[src/rtl/cu_seq.sv]
// -----------------------------------------------------------------------------
// cu_seq -- control-unit sequencer.
//
// Decodes one instruction per accepted cycle into registered control bits.
// Data-processing, load/store and branch instructions produce a single
// micro-op one cycle after acceptance. Block transfers (mode 11) expand the
// register mask into one micro-op per set bit, lowest index first, each
// carrying its register index and a byte offset of 4 x transfer number.
//
// Ports
//   clk          sole clock, rising edge
//   rst          synchronous active-high reset (wins over flush and stall)
//   instr_valid  decoded instruction presented this cycle
//   opcode[3:0]  data-processing opcode
//   mode[1:0]    00 data-proc, 01 load/store, 10 branch, 11 block transfer
//   s            S bit; load bit in modes 01 and 11
//   reg_list     block-transfer register mask
//   stall        freeze all state and outputs
//   flush        clear outputs and abandon any in-flight sequence
//   wb_en, mem_r_en, mem_w_en, b, s_out, exe_cmd[3:0]  registered control
//   uop_valid    outputs carry a valid micro-op
//   uop_reg      register index of the current block-transfer micro-op
//   uop_off      byte offset of the current block-transfer micro-op
//   busy         sequencer still has block-transfer micro-ops to issue
// -----------------------------------------------------------------------------
module cu_seq #(
  parameter int NUM_REGS = 16,
  parameter int IDX_W    = $clog2(NUM_REGS),
  parameter int OFF_W    = IDX_W + 2
) (
  input  logic                clk,
  input  logic                rst,
  input  logic                instr_valid,
  input  logic [3:0]          opcode,
  input  logic [1:0]          mode,
  input  logic                s,
  input  logic [NUM_REGS-1:0] reg_list,
  input  logic                stall,
  input  logic                flush,
  output logic                wb_en,
  output logic                mem_r_en,
  output logic                mem_w_en,
  output logic                b,
  output logic                s_out,
  output logic [3:0]          exe_cmd,
  output logic                uop_valid,
  output logic [IDX_W-1:0]    uop_reg,
  output logic [OFF_W-1:0]    uop_off,
  output logic                busy
);

  typedef enum logic {IDLE, XFER} state_t;

  typedef struct packed {
    logic             wb_en;
    logic             mem_r_en;
    logic             mem_w_en;
    logic             b;
    logic             s_out;
    logic [3:0]       exe_cmd;
    logic             uop_valid;
    logic [IDX_W-1:0] uop_reg;
    logic [OFF_W-1:0] uop_off;
    logic             busy;
  } uop_t;

  localparam logic [3:0] CMD_ADD = 4'b0010;

  // Data-processing decode: returns {wb_en, exe_cmd}. Unlisted opcodes
  // decode to a no-op that still flows down the pipe.
  function automatic logic [4:0] dp_decode(input logic [3:0] op);
    case (op)
      4'b1101: return {1'b1, 4'b0001};
      4'b1111: return {1'b1, 4'b1001};
      4'b0100: return {1'b1, 4'b0010};
      4'b0101: return {1'b1, 4'b0011};
      4'b0010: return {1'b1, 4'b0100};
      4'b0110: return {1'b1, 4'b0101};
      4'b0000: return {1'b1, 4'b0110};
      4'b1100: return {1'b1, 4'b0111};
      4'b0001: return {1'b1, 4'b1000};
      4'b1010: return {1'b0, 4'b0100};
      4'b1000: return {1'b0, 4'b0110};
      default: return 5'b0;
    endcase
  endfunction

  state_t              state_q, state_d;
  logic [NUM_REGS-1:0] mask_q, mask_d;   // bits still to be issued
  logic [IDX_W-1:0]    cnt_q, cnt_d;     // transfers issued so far
  logic                load_q, load_d;
  uop_t                out_q, out_d;

  // Source of the micro-op issued this cycle: the latched sequence while in
  // XFER, or the incoming instruction on a block-transfer accept.
  logic                issue;
  logic [NUM_REGS-1:0] src_mask;
  logic [IDX_W-1:0]    src_cnt;
  logic                src_load;
  logic [IDX_W-1:0]    pick_idx;
  logic [NUM_REGS-1:0] rest_mask;
  logic [4:0]          dp;

  // NOTE: every signal written here gets a default first so that no path
  // leaves it unassigned, which would otherwise infer a latch.
  always_comb begin
    state_d  = state_q;
    mask_d   = mask_q;
    cnt_d    = cnt_q;
    load_d   = load_q;
    out_d    = out_q;
    issue    = 1'b0;
    src_mask = mask_q;
    src_cnt  = cnt_q;
    src_load = load_q;
    pick_idx = '0;
    dp       = dp_decode(opcode);

    if (!flush && !stall) begin
      if (state_q == XFER) begin
        issue = 1'b1;
      end else if (instr_valid && mode == 2'b11 && reg_list != '0) begin
        issue    = 1'b1;
        src_mask = reg_list;
        src_cnt  = '0;
        src_load = s;
      end
    end

    // Lowest set bit wins: scan downward so the last hit is the smallest.
    for (int i = NUM_REGS - 1; i >= 0; i--) begin
      if (src_mask[i]) pick_idx = IDX_W'(i);
    end
    // x & (x-1) clears exactly the lowest set bit.
    rest_mask = src_mask & (src_mask - NUM_REGS'(1));

    if (flush) begin
      out_d   = '0;
      mask_d  = '0;
      cnt_d   = '0;
      state_d = IDLE;
    end else if (!stall) begin
      out_d = '0;
      if (issue) begin
        out_d.uop_valid = 1'b1;
        out_d.exe_cmd   = CMD_ADD;
        out_d.wb_en     = src_load;
        out_d.mem_r_en  = src_load;
        out_d.mem_w_en  = ~src_load;
        out_d.uop_reg   = pick_idx;
        out_d.uop_off   = OFF_W'({src_cnt, 2'b00});
        mask_d          = rest_mask;
        cnt_d           = IDX_W'(src_cnt + 1'b1);
        load_d          = src_load;
        state_d         = (rest_mask != '0) ? XFER : IDLE;
      end else if (state_q == IDLE && instr_valid) begin
        case (mode)
          2'b00: begin
            out_d.uop_valid = 1'b1;
            out_d.wb_en     = dp[4];
            out_d.exe_cmd   = dp[3:0];
            out_d.s_out     = s;
          end
          2'b01: begin
            out_d.uop_valid = 1'b1;
            out_d.exe_cmd   = CMD_ADD;
            out_d.wb_en     = s;
            out_d.mem_r_en  = s;
            out_d.mem_w_en  = ~s;
          end
          2'b10: begin
            out_d.uop_valid = 1'b1;
            out_d.b         = 1'b1;
          end
          default: ;  // empty block transfer: bubble
        endcase
      end
      out_d.busy = (state_d == XFER);
    end
  end

  // NOTE: sequential state uses non-blocking assignments so every register
  // samples the pre-edge values regardless of statement order.
  always_ff @(posedge clk) begin
    if (rst) begin
      state_q <= IDLE;
      mask_q  <= '0;
      cnt_q   <= '0;
      load_q  <= 1'b0;
      out_q   <= '0;
    end else begin
      state_q <= state_d;
      mask_q  <= mask_d;
      cnt_q   <= cnt_d;
      load_q  <= load_d;
      out_q   <= out_d;
    end
  end

  assign wb_en     = out_q.wb_en;
  assign mem_r_en  = out_q.mem_r_en;
  assign mem_w_en  = out_q.mem_w_en;
  assign b         = out_q.b;
  assign s_out     = out_q.s_out;
  assign exe_cmd   = out_q.exe_cmd;
  assign uop_valid = out_q.uop_valid;
  assign uop_reg   = out_q.uop_reg;
  assign uop_off   = out_q.uop_off;
  assign busy      = out_q.busy;

endmodule

[config.mk]
export PLATFORM = sky130hd
export DESIGN_NAME = cu_seq
export DESIGN_NICKNAME = d
export VERILOG_FILES = /design/src/rtl/cu_seq.sv
export SDC_FILE = /design/constraint.sdc
export NUM_CORES = 1
export LEC_CHECK = 0
export ABC_AREA = 1
export CORE_MARGIN = 3
export CORE_UTILIZATION = 51
export CTS_CLUSTER_SIZE = 20
export DETAILED_ROUTE_END_ITERATION = 16
export PLACE_DENSITY = 0.8
export SYNTH_ARGS = -nofsm -noshare
export SYNTH_HDL_FRONTEND = slang
export SYNTH_SLANG_ARGS = --single-unit
[constraint.sdc]
create_clock -name clk -period 2.5 [get_ports clk]
set_input_delay 0.375 -clock clk [delete_from_list [all_inputs] [get_ports clk]]
set_output_delay 0.375 -clock clk [all_outputs]
set_load 0.02 [all_outputs]
After elaboration in Yosys (flattened, before gate mapping)
Memory sizes are Yosys's and may differ from the RTL's.
Index checks and enable logic that the tools add are counted.
- $add $sub $neg: 2
- multiply operators: 0
- div/mod/pow operators: 0
- order comparisons: 0
- equality and inequality tests: 3
- shifts and indexed selects: 0
- mux-type cells: 41
- bitwise logic cells: 6
- reduce and logical (&&, ||, !) cells: 13
- operators with widths (operator ; number):
    4-bit two-way mux ; 19
    16-bit two-way mux ; 3
    16-bit nonzero test ; 2
    10-bit two-way mux ; 2
    16-bit AND ; 1
    16-bit by 1-bit subtractor with 16-bit output (second input constant) ; 1
    1-bit two-way mux ; 11
    4-bit one-hot mux with 2 select lines ; 1
    5-bit two-way mux ; 1
    1-bit NOT ; 5
    4-bit by 1-bit adder with 4-bit output (second input constant) ; 1
    2-bit equality test (second input constant) ; 2
    1-bit logical AND ; 4
    2-bit two-way mux ; 2
    3-bit two-way mux ; 1
    3-bit AND reduction ; 1
    3-bit OR reduction ; 1
    2-bit by 1-bit equality test with 1-bit output (second input constant) ; 1
    1-bit logical NOT ; 2
    2-bit logical NOT ; 1
    1-bit one-hot mux with 2 select lines ; 1
    2-bit AND reduction ; 1
    2-bit OR reduction ; 1
- flip-flop bits (word level): 42
- bits in latches: 0
- RAM bits: 0
- ROM bits: 80
- bits of input ports: 28
- output and inout bits: 21
- memories kept: 1
- memories (name ; depth ; width ; read ports ; clocked after memory_dff ; wr ports ; RTL line ; source):
    (no name shown) ; 16 ; 5 ; 1 ; 0 ; 0 ; 72 ; case (op)

Depth between registers and ports, before layout
Gate-level depths: netlist of the first run.
- word-level depth: 23
- depth in mapped cells: 24
- gate-level depth less buffers: 23

Worst setup path before layout of the first run
No wires, ideal clock.
- kind: input port to flip-flop
- start: in stall
- end: reg out_q (netlist bit busy)
- arrival: 2189 ps
- data required time: 2379 ps
- path slack: 191 ps
- stages on the path: 18
- path through: buf_6 > or2_4 > nor2_8 > nand3_4 > buf_6 > or2_0 > o21ai_2 > inv_2 > nor2_4 > nand2_2 > clkinv_2 > nand2_2 > o21ai_2 > nand2_1 > nor2_1 > nand3_1 > nand2_1 > a21oi_1
- word-level cells in the longest chain between the ends: 8
- RTL lines (element ; RTL line ; source):
    start, declared ; 38 ; input logic stall,
    1-bit logical NOT ; n/a ;
    1-bit logical AND ; 119 ; if (!flush && !stall) begin
    16-bit two-way mux ; 119 ;
    16-bit by 1-bit subtractor with 16-bit output ; 135 ; rest_mask = src_mask & (src_mask - NUM_REGS'(1));
    16-bit AND ; 135 ;
    16-bit nonzero test ; 155 ; state_d = (rest_mask != '0) ? XFER : IDLE;
    1-bit two-way mux ; 155 ;
    1-bit two-way mux ; 144 ; if (issue) begin
    end signal, assigned ; 196 ; out_q <= out_d;
    end, declared ; 92 ; uop_t out_q, out_d;
Parallel ways exist; a longest one is shown, timed or not. The select of a mux whose other input is x is not followed.
A chain may end at the register's enable or synchronous reset.

Final worst setup path of the first run
- start: in reg_list[15]
- end: reg out_q (netlist bit uop_reg[1])
- word-level cells in the longest chain between the ends: 22
- RTL lines (element ; RTL line ; source):
    start, declared ; 37 ; input logic [NUM_REGS-1:0] reg_list,
    16-bit nonzero test ; 122 ; end else if (instr_valid && mode == 2'b11 && reg_list != '0) begin
    1-bit logical AND ; 122 ;
    16-bit two-way mux ; 122 ;
    16-bit two-way mux ; 120 ; if (state_q == XFER) begin
    16-bit two-way mux ; 119 ;
    4-bit two-way mux (16 in series) ; 132 ; if (src_mask[i]) pick_idx = IDX_W'(i);
    10-bit two-way mux * ; 144 ;
Mark *: on every way between the ends. The rest lies on a longest branch, timed or not.

==> flow_summary.toml, run 1 <==
[global_route]
groute.usage.overall_pct = 26.6
grt_pass1_vias = 2655
grt_max_degree = 28
grt_overflow = 0
antenna_found_initial = 0
grt_pass1_wl_um = 11500

[setup_path]
critPathKind = "in2reg"
reg2reg_depth = 13
cpPeakStageDelay_ns = 0.27
crit_family = "simple AND/OR/NAND/NOR gates"
crit_slowest_cell = "a21boi_0"
end_kind = "register"
worstSetupStartpointType = "primary input"
critical_path_depth = 18
cp_data_required_time_ns = 2.69
worstPathArrival_ns = 2.65
crit_top_cell = "nor2_1"
cp_cell_sequence = "clkdlybuf4s15_1 -> nor2_1 -> nand2_1 -> nor2_2 -> nand2_4 -> nand3_4 -> buf_6 -> buf_6 -> nand2_2 -> nand2_2 -> buf_4 -> inv_1 -> nor2_1 -> o31ai_1 -> a21boi_0 -> nor2_1 -> o211ai_1 -> a21oi_1"
cp_max_fo = 6
path_buf_inv = 5

[detailed_routing]
drc = 0
vias_per_cell = 5.39
drt_iter0_drc = 276
dr.pass1.iters = 4
via_count = 2769
ant_nets = 0
post_drt_wl_per_cell_um = 15.1
routed_wl_um = 7760

[place]
io_buffer_count = 46
dp.final_hpwl_um = 4950
dpl.cell_count = 488
gp_routability_congestion = 0.921

[clock_tree]
worstSkewPairLatency_ns = 0.30
cts-htree-levels = 2
clkSlewWorstSetupHoldPaths_ns = 0.08
numCtsBuffers = 5
cts_tree = "done"
clock-sinks = 39
root_buffer = "clkbuf_8"
cts_buffer_depth = 2

[logic_synthesis]
synth.area.top_cells = "dfxtp_1 33%, nand2_1 13%, a21oi_1 8.9%"
syn_inst = 352
synth.largest_area_cell = "dfxtp_1"
synth.most_common_cell = "nand2_1"
synth_area_um2 = 2370
yosys_warnings = 0
synth_top_area_share_pct = 32.9
ys_ff_latch = 39
netlist-cell-type-count = 38
synth_top_family_by_area = "simple AND/OR/NAND/NOR gates"
seq_area_frac_synth_pct = 32.9
synthXorXnorAreaFrac_pct = 0
synth_compound_area_share_pct = 22.5
yosys.area_share.adder_pct = 3.69
ys.flop_type = "dfxtp_1"
synthSimpleGateAreaFrac_pct = 29.8
synthMuxAreaShare_pct = 0
synth.top_cells.by_count = "81 x nand2_1, 42 x a21oi_1, 39 x dfxtp_1"
async_reset_ff_share_pct = 0
synth-edff-count = 0
syn_area_per_cell_um2 = 6.75

[sta]
max_freq_mhz = 406
relSlewSlack_pct = 66.6
tightest_slew_ns = 0.497
fin_skew_ns = 0.00980
rsz0062_at_grt = "yes"
fin_crit_sh_pct = 98.4
hold_viol = 0
finalSetupTns_ns = 0
setup_viol = 0
post-route-min-period_ns = 2.46
drv_slew = 0

[pwr]
leakage_nw = 1.83
p_int_mw = 1.15
peakVddDrop_mv = 0.463
p_seq_share_pct = 40.8
combPwrFrac_pct = 17.6
power_frac_clock_pct = 41.6
switching_share_pct = 25.5
power_density_nw_per_um2 = 424
p_sw_mw = 0.394

[floorplanning]
start_util_pct = 53.8
core_um2 = 4410
die_w_um = 74.2
fp-row-count = 24
fp.dieArea_um2 = 5510
die_height_um = 74.2
io_pins = 49

[layout]
largest_reg_flops = 15
layout-area-overhead-vs-synth_pct = 53.3
regMostFlops = "mask_q"
regArea_um2 = 781
drive_above_1_share_pct = 28.6
nFillCells = 272
antenna_cells = 0
layout.cells.non_filler = 514
fin_nets = 496
multi_input_area_um2 = 1420

[run_status]
status = "complete, no violations"

[job]
drv_cap = 0

[worst_hold_path]
hp-class = "reg2reg"
hold_depth = 2
-- final timing paths --
path | start | to | slack [ns]
worst max-delay path | reg_list[15] | uop_reg[1] | 0.04
worst min-delay path | uop_off[5] | uop_off[5] | 0.46
worst max register to register | busy | uop_reg[1] | 0.22
worst min register to register | uop_off[5] | uop_off[5] | 0.46
-- power groups by stage --
| stage | registers, mW | clock network (mW) | logic (mW) |
|---|---|---|---|
| after CTS | 0.630 | 0.640 | 0.258 |
| after global placement | 0.644 | 0 | 0.233 |
| after global routing | 0.631 | 0.671 | 0.294 |
| after floorplan | 0.647 | 0 | 0.120 |
| final | 0.630 | 0.643 | 0.272 |
| after detailed placement | 0.644 | 0 | 0.239 |
-- metal layers --
| metal | GRT usage (%) | vias up | share of wire, % |
|---|---|---|---|
| met3 | 4.32 | 26 | 5.7 |
| met2 | 47.3 | 104 | 50 |
| met1 | 31.2 | 1275 | 41 |
| met4 | 12.5 | 0 | 2.6 |
| met5 | 0 | - | 0 |
| li1 | - | 1364 | - |
-- tightest hold or removal path: stages, from the launching register on --
cell     delay (ns)
dfxtp_1        0.31
nand2_1        0.05
a21oi_1        0.05
-- through the flow --
stage	worst slack [ns]	cell area (um^2)	power, mW	hold slack, ns	utilization (%)
after floorplan	0.191	2380	0.767	0.436	-
after global placement	-0.380	3220	0.877	0.442	73.0
after detailed placement	-0.421	3220	0.883	0.447	73.0
after CTS	0.000784	3480	1.53	0.458	78.9
after global routing	-0.127	3640	1.60	0.469	82.5
final	0.0395	3640	1.54	0.455	82.5
-- what timing repair did --
action	4_1_cts	5_1_grt
setup endpoints to repair	2	12
cloned	1	0
buffers inserted	9	8
hold buffers	0	0
resized for setup	26	38
pin swaps	15	22
hold endpoints to repair	0	0
-- kinds of logic (layout without fill, tap and decap cells) --
group	after synthesis	in the layout
simple gates	151	152
compound gates	94	94
buf+inv	60	168
flops	39	39
fa+ha+maj	7	7
other cells	1	2
-- cells in the final DEF, fill, tap and decap left out, types with 7 or more instances in the layout --
| cell | count |
|---|---|
| dlymetal6s2s_1 | 17 |
| a21oi_1 | 40 |
| nand2_1 | 69 |
| inv_2 | 9 |
| dfxtp_1 | 39 |
| nand3_1 | 11 |
| o21ai_2 | 11 |
| buf_4 | 62 |
| o21ai_0 | 27 |
| nor2_1 | 24 |
| inv_1 | 32 |
| nand2_2 | 15 |
| clkdlybuf4s50_1 | 25 |
| ha_1 | 7 |
-- final cells by class --
type	count	area share (%)
clock buffer	6	1.99
clock inverter	2	1.65
inverter	45	4.95
multi-input combinational	255	39.0
sequential	39	21.4
tap	52	1.79
timing repair buffer	115	29.1
No activity file was read; power rests on OpenSTA's default activity.
==> run 2, diff against run 1 <==
--- a/config.mk
+++ b/config.mk
@@ -7,10 +7,9 @@
 export LEC_CHECK = 0
 export ABC_AREA = 1
 export CORE_MARGIN = 3
-export CORE_UTILIZATION = 51
+export CORE_UTILIZATION = 25
 export CTS_CLUSTER_SIZE = 20
 export DETAILED_ROUTE_END_ITERATION = 16
-export PLACE_DENSITY = 0.8
 export SYNTH_ARGS = -nofsm -noshare
 export SYNTH_HDL_FRONTEND = slang
 export SYNTH_SLANG_ARGS = --single-unit
==> run 2 against run 1 <==
Effect of this change: combinational power shrank 5%; sequential power is essentially flat; total power shrank 1.5%; sequential cell count is the same; highest routed layer unchanged.
==> flow_summary.toml, run 2 (synthesized netlist as in run 1, its figures left out) <==
[detailed_routing]
drc = 0
post_drt_wl_per_cell_um = 12.1
routed_wl_um = 7150
ant_nets = 0
via_count = 2624
vias_per_cell = 4.42
drt_iter0_drc = 101
dr.pass1.iters = 5

[setup_path]
cp_cell_sequence = "buf_6 -> or2_4 -> nor2_8 -> nand3_4 -> buf_6 -> buf_4 -> nand2_2 -> nand2_2 -> inv_2 -> nand2_2 -> nor2_4 -> inv_2 -> o21ai_0 -> nand4_1 -> nor2_1 -> nand3_1 -> nand2_1 -> a21oi_1"
cp_max_fo = 6
worstSetupStartpointType = "primary input"
worstPathArrival_ns = 2.58
reg2reg_from = "busy"
reg2reg_depth = 16
crit_top_cell = "nand2_2"
critPathKind = "in2reg"
r2r_slack_ns = 0.18
end_kind = "register"
cp_data_required_time_ns = 2.69
path_buf_inv = 5
crit_slowest_cell = "or2_4"
worstReg2RegEnd = "busy"
crit_family = "simple AND/OR/NAND/NOR gates"
cpPeakStageDelay_ns = 0.27

[layout]
layout.cells.non_filler = 593
regMostFlops = "mask_q"
utilization_pct = 40.3
largest_reg_flops = 15
drive_above_1_share_pct = 31.5
antenna_cells = 0
layout_commonest_cell = "nand2_1"
layout_common_cells = "78 x nand2_1, 71 x buf_4, 41 x a21oi_1"
nFillCells = 902
layout-area-overhead-vs-synth_pct = 52.3
fin_nets = 501

[sta]
max_freq_mhz = 417
setup_viol = 0
hold_ws_ns = 0.459
hold_viol = 0
rsz0062_at_grt = "yes"
post-route-min-period_ns = 2.40
fin_skew_ns = 0.00387
fin_crit_sh_pct = 95.9
drv_slew = 0

[floorplanning]
fp-row-count = 34
core_um2 = 8980
io_pins = 49
start_util_pct = 26.5
die_w_um = 103
die_height_um = 103
fp.dieArea_um2 = 10700

[clock_tree]
cts-htree-levels = 2
root_buffer = "clkbuf_8"
clock-sinks = 39
worstSkewPairLatency_ns = 0.29
clkSlewWorstSetupHoldPaths_ns = 0.08
cts_buffer_depth = 2
hold_buffers = 0
numCtsBuffers = 5
cts_tree = "done"

[pwr]
power_density_nw_per_um2 = 421
total_power_mw = 1.52
peakVddDrop_mv = 0.289
leakage_nw = 1.68

[global_route]
antenna_found_initial = 0
grt_max_degree = 31
grt_pass1_wl_um = 11500
grt_pass1_vias = 2493
grt_overflow = 0
groute.usage.overall_pct = 13.7

[run_status]
status = "complete, no violations"

[place]
dp.final_hpwl_um = 5140
dpl.cell_count = 564
gp_routability_congestion = 0.894
io_buffer_count = 46

[job]
drv_cap = 0

[worst_hold_path]
min_from = "uop_off[5]"
hold_end = "uop_off[5]"
hp-class = "reg2reg"
hold_depth = 2
## run 2: changes by cell type in the layout (fill, tap and decap cells not counted), sizes merged
cell and delta:
buf +7, clkbuf +15, clkdlybuf4s15 +4, dlygate4sd2 -3, dlymetal6s2s -17, nand3 -1
## run 2: where the power goes
part	internal [mW]	leakage (nW)	switching, mW
Clock	0.399	0.0654	0.235
Combinational	0.120	1.30	0.138
Sequential	0.626	0.315	0.00318
Total	1.15	1.68	0.376
## run 2: timing repair
action	4_1_cts	5_1_grt
resized for setup	30	58
pin swaps	17	20
endpoints found under the setup margin	2	3
buffers inserted	13	8
## run 2: worst max-delay path by stage
stage / start / endpoint / slack, ns / depth (start not counted)
after floorplan: stall / busy / 0.19 / 18
after global placement: reg_list[14] / busy / -0.38 / 19
after detailed placement: reg_list[12] / busy / -0.44 / 19
after CTS: flush / busy / 0.008 / 18
after global routing: stall / busy / -0.04 / 20
final: stall / busy / 0.10 / 18
## run 2: area by class of cell
| type | instances | area (um^2) | area share (%) |
|---|---|---|---|
| clock buffer | 6 | 72.6 | 2.01 |
| inverter | 45 | 175 | 4.84 |
| multi-input combinational | 254 | 1390 | 38.3 |
| timing repair buffer | 121 | 982 | 27.2 |
| clock inverter | 2 | 60.1 | 1.66 |
| tap | 126 | 158 | 4.36 |
| sequential | 39 | 782 | 21.6 |
## run 2: metal layers
metal,vias to the layer above,routed length (um),GRT usage [%]
met5,-,0,0
met4,0,88,3.88
met1,1182,3380,19.0
li1,1373,-,-
met3,10,358,2.48
met2,59,3330,21.7
## run 2: through the flow
stage | area, um^2 | setup slack [ns] | setup TNS, ns
2_1_floorplan | 2380 | 0.191 | 0
3_3_place_gp | 3340 | -0.383 | -2.85
3_5_place_dp | 3340 | -0.442 | -3.46
4_1_cts | 3560 | 0.00791 | 0
5_1_grt | 3620 | -0.0429 | -0.0429
6_report | 3620 | 0.103 | 0
## run 2: worst reg2reg max path: cells and delay by family, from the launching register on
kind	cells	cell delay [ns]
simple gates	10	1.05
buf+inv	4	0.45
flops	1	0.38
compound gates	2	0.32
==> run 3, diff against run 2 <==
--- a/config.mk
+++ b/config.mk
@@ -7,9 +7,11 @@
 export LEC_CHECK = 0
 export ABC_AREA = 1
 export CORE_MARGIN = 3
-export CORE_UTILIZATION = 25
+export CORE_UTILIZATION = 45
 export CTS_CLUSTER_SIZE = 20
 export DETAILED_ROUTE_END_ITERATION = 16
+export HOLD_SLACK_MARGIN = 0.08
+export PLACE_DENSITY = 0.72
 export SYNTH_ARGS = -nofsm -noshare
 export SYNTH_HDL_FRONTEND = slang
 export SYNTH_SLANG_ARGS = --single-unit
==> run 3 against run 2 <==
Effect of this change: wire length decreased by 2.8%; worst setup slack better by 0.021 ns; critical endpoint unchanged; sequential share of layout area grew 0.93 points; sequential power hardly changed; sequential cell count did not move.
==> flow_summary.toml, run 3 (synthesized netlist as in run 1, its figures left out) <==
[run_status]
status = "complete, no violations"

[clock_tree]
worstSkewPairLatency_ns = 0.30
clkSlewWorstSetupHoldPaths_ns = 0.08
cts-htree-levels = 2
root_buffer = "clkbuf_8"
clock-sinks = 39
cts_tree = "done"
cts_buffer_depth = 2
hold_buffers = 0
numCtsBuffers = 5

[setup_path]
path_buf_inv = 4
critPathKind = "in2reg"
cp_max_fo = 6
worstPathArrival_ns = 2.58
crit_family = "simple AND/OR/NAND/NOR gates"
cp_cell_sequence = "clkdlybuf4s15_1 -> nor2_1 -> nand2_1 -> nor2_2 -> nand2_2 -> nand3_4 -> buf_6 -> or2_1 -> o21ai_2 -> nand2_2 -> nor2_4 -> inv_2 -> nor2_4 -> inv_2 -> o21ai_2 -> nand2_1 -> nor2_1 -> nand3_1 -> nand2_1 -> a21oi_2"
worstSetupStartpointType = "primary input"
crit_slowest_cell = "or2_1"
cpPeakStageDelay_ns = 0.24
cp_data_required_time_ns = 2.70
crit_top_cell = "nand2_1"
end_kind = "register"

[layout]
layout_common_cells = "74 x nand2_1, 64 x buf_4, 39 x a21oi_1"
layout_commonest_cell = "nand2_1"
largest_reg_flops = 15
regMostFlops = "mask_q"
drive_above_1_share_pct = 30.9
fin_nets = 493
antenna_cells = 0
layout-area-overhead-vs-synth_pct = 46.0
layout.cells.non_filler = 526
nFillCells = 397
utilization_pct = 70.6

[sta]
max_freq_mhz = 421
hold_viol = 0
fin_skew_ns = 0.00614
setup_viol = 0
post-route-min-period_ns = 2.38
drv_slew = 0
hold_ws_ns = 0.426
fin_crit_sh_pct = 95.0

[pwr]
power_density_nw_per_um2 = 438
peakVddDrop_mv = 0.339
total_power_mw = 1.52
leakage_nw = 1.63

[global_route]
grt_max_degree = 31
antenna_found_initial = 0
grt_overflow = 0
grt_pass1_vias = 2551
groute.usage.overall_pct = 22.8
grt_pass1_wl_um = 11200

[detailed_routing]
ant_nets = 0
dr.pass1.iters = 4
routed_wl_um = 6950
vias_per_cell = 4.96
drt_iter0_drc = 172
post_drt_wl_per_cell_um = 13.2
drc = 0
via_count = 2611

[floorplanning]
fp.dieArea_um2 = 6190
io_pins = 49
fp-row-count = 25
start_util_pct = 48.4
die_height_um = 78.6
die_w_um = 78.6
core_um2 = 4910

[place]
dpl.cell_count = 502
gp_routability_congestion = 0.979
dp.final_hpwl_um = 4730
io_buffer_count = 46

[job]
drv_cap = 0

[worst_hold_path]
hp-class = "in2reg"
## run 3: per-stage QoR
step,worst slack [ns],setup TNS (ns),area [um^2]
after global placement,-0.394,-2.62,3220
after global routing,-0.0395,-0.0722,3470
after floorplan,0.191,0,2380
after CTS,0.0879,0,3440
after detailed placement,-0.445,-3.79,3220
final,0.124,0,3470
## run 3: what timing repair did
item / in CTS / in global routing
resized for setup: 34 / 52
buffers inserted: 10 / 6
gates cloned: 0 / 0
pin swaps: 20 / 25
setup endpoints to repair: 2 / 3
## run 3: routing by layer
metal | GRT usage [%] | vias to the layer above | wire [um] | share of wire, %
li1 | - | 1354 | - | -
met5 | 0 | - | 0 | 0
met2 | 38.7 | 50 | 3320 | 48
met1 | 26.7 | 1192 | 3080 | 44
met3 | 6.65 | 15 | 350 | 5.0
met4 | 9.44 | 0 | 196 | 2.8
## run 3: final timing paths
| check | startpoint | endpoint | slack, ns | cells past startpoint |
|---|---|---|---|---|
| worst min-delay path | flush | busy | 0.43 | 4 |
| worst min register to register | uop_off[5] | uop_off[5] | 0.46 | 2 |
| worst max register to register | busy | busy | 0.18 | 16 |
| worst max-delay path | reg_list[15] | busy | 0.12 | 20 |
## run 3: worst min-delay path: stages
cell      delay (ns)
clkbuf_2        0.09
nor2_1          0.05
clkinv_1        0.14
a21oi_2         0.04
## run 3: report_power, final
group / internal [mW] / switching [mW]
combinational: 0.110 / 0.136
clock: 0.399 / 0.244
sequential: 0.626 / 0.00322
## run 3: area by class of cell
class	instances	area, um^2	share of cell area [%]
Clock buffer	6	72.6	2.09
Clock inverter	2	60.1	1.73
Inverter	45	178	5.12
Multi-Input combinational cell	254	1380	39.9
Sequential cell	39	782	22.6
Tap cell	67	83.8	2.42
Timing Repair Buffer	113	907	26.2
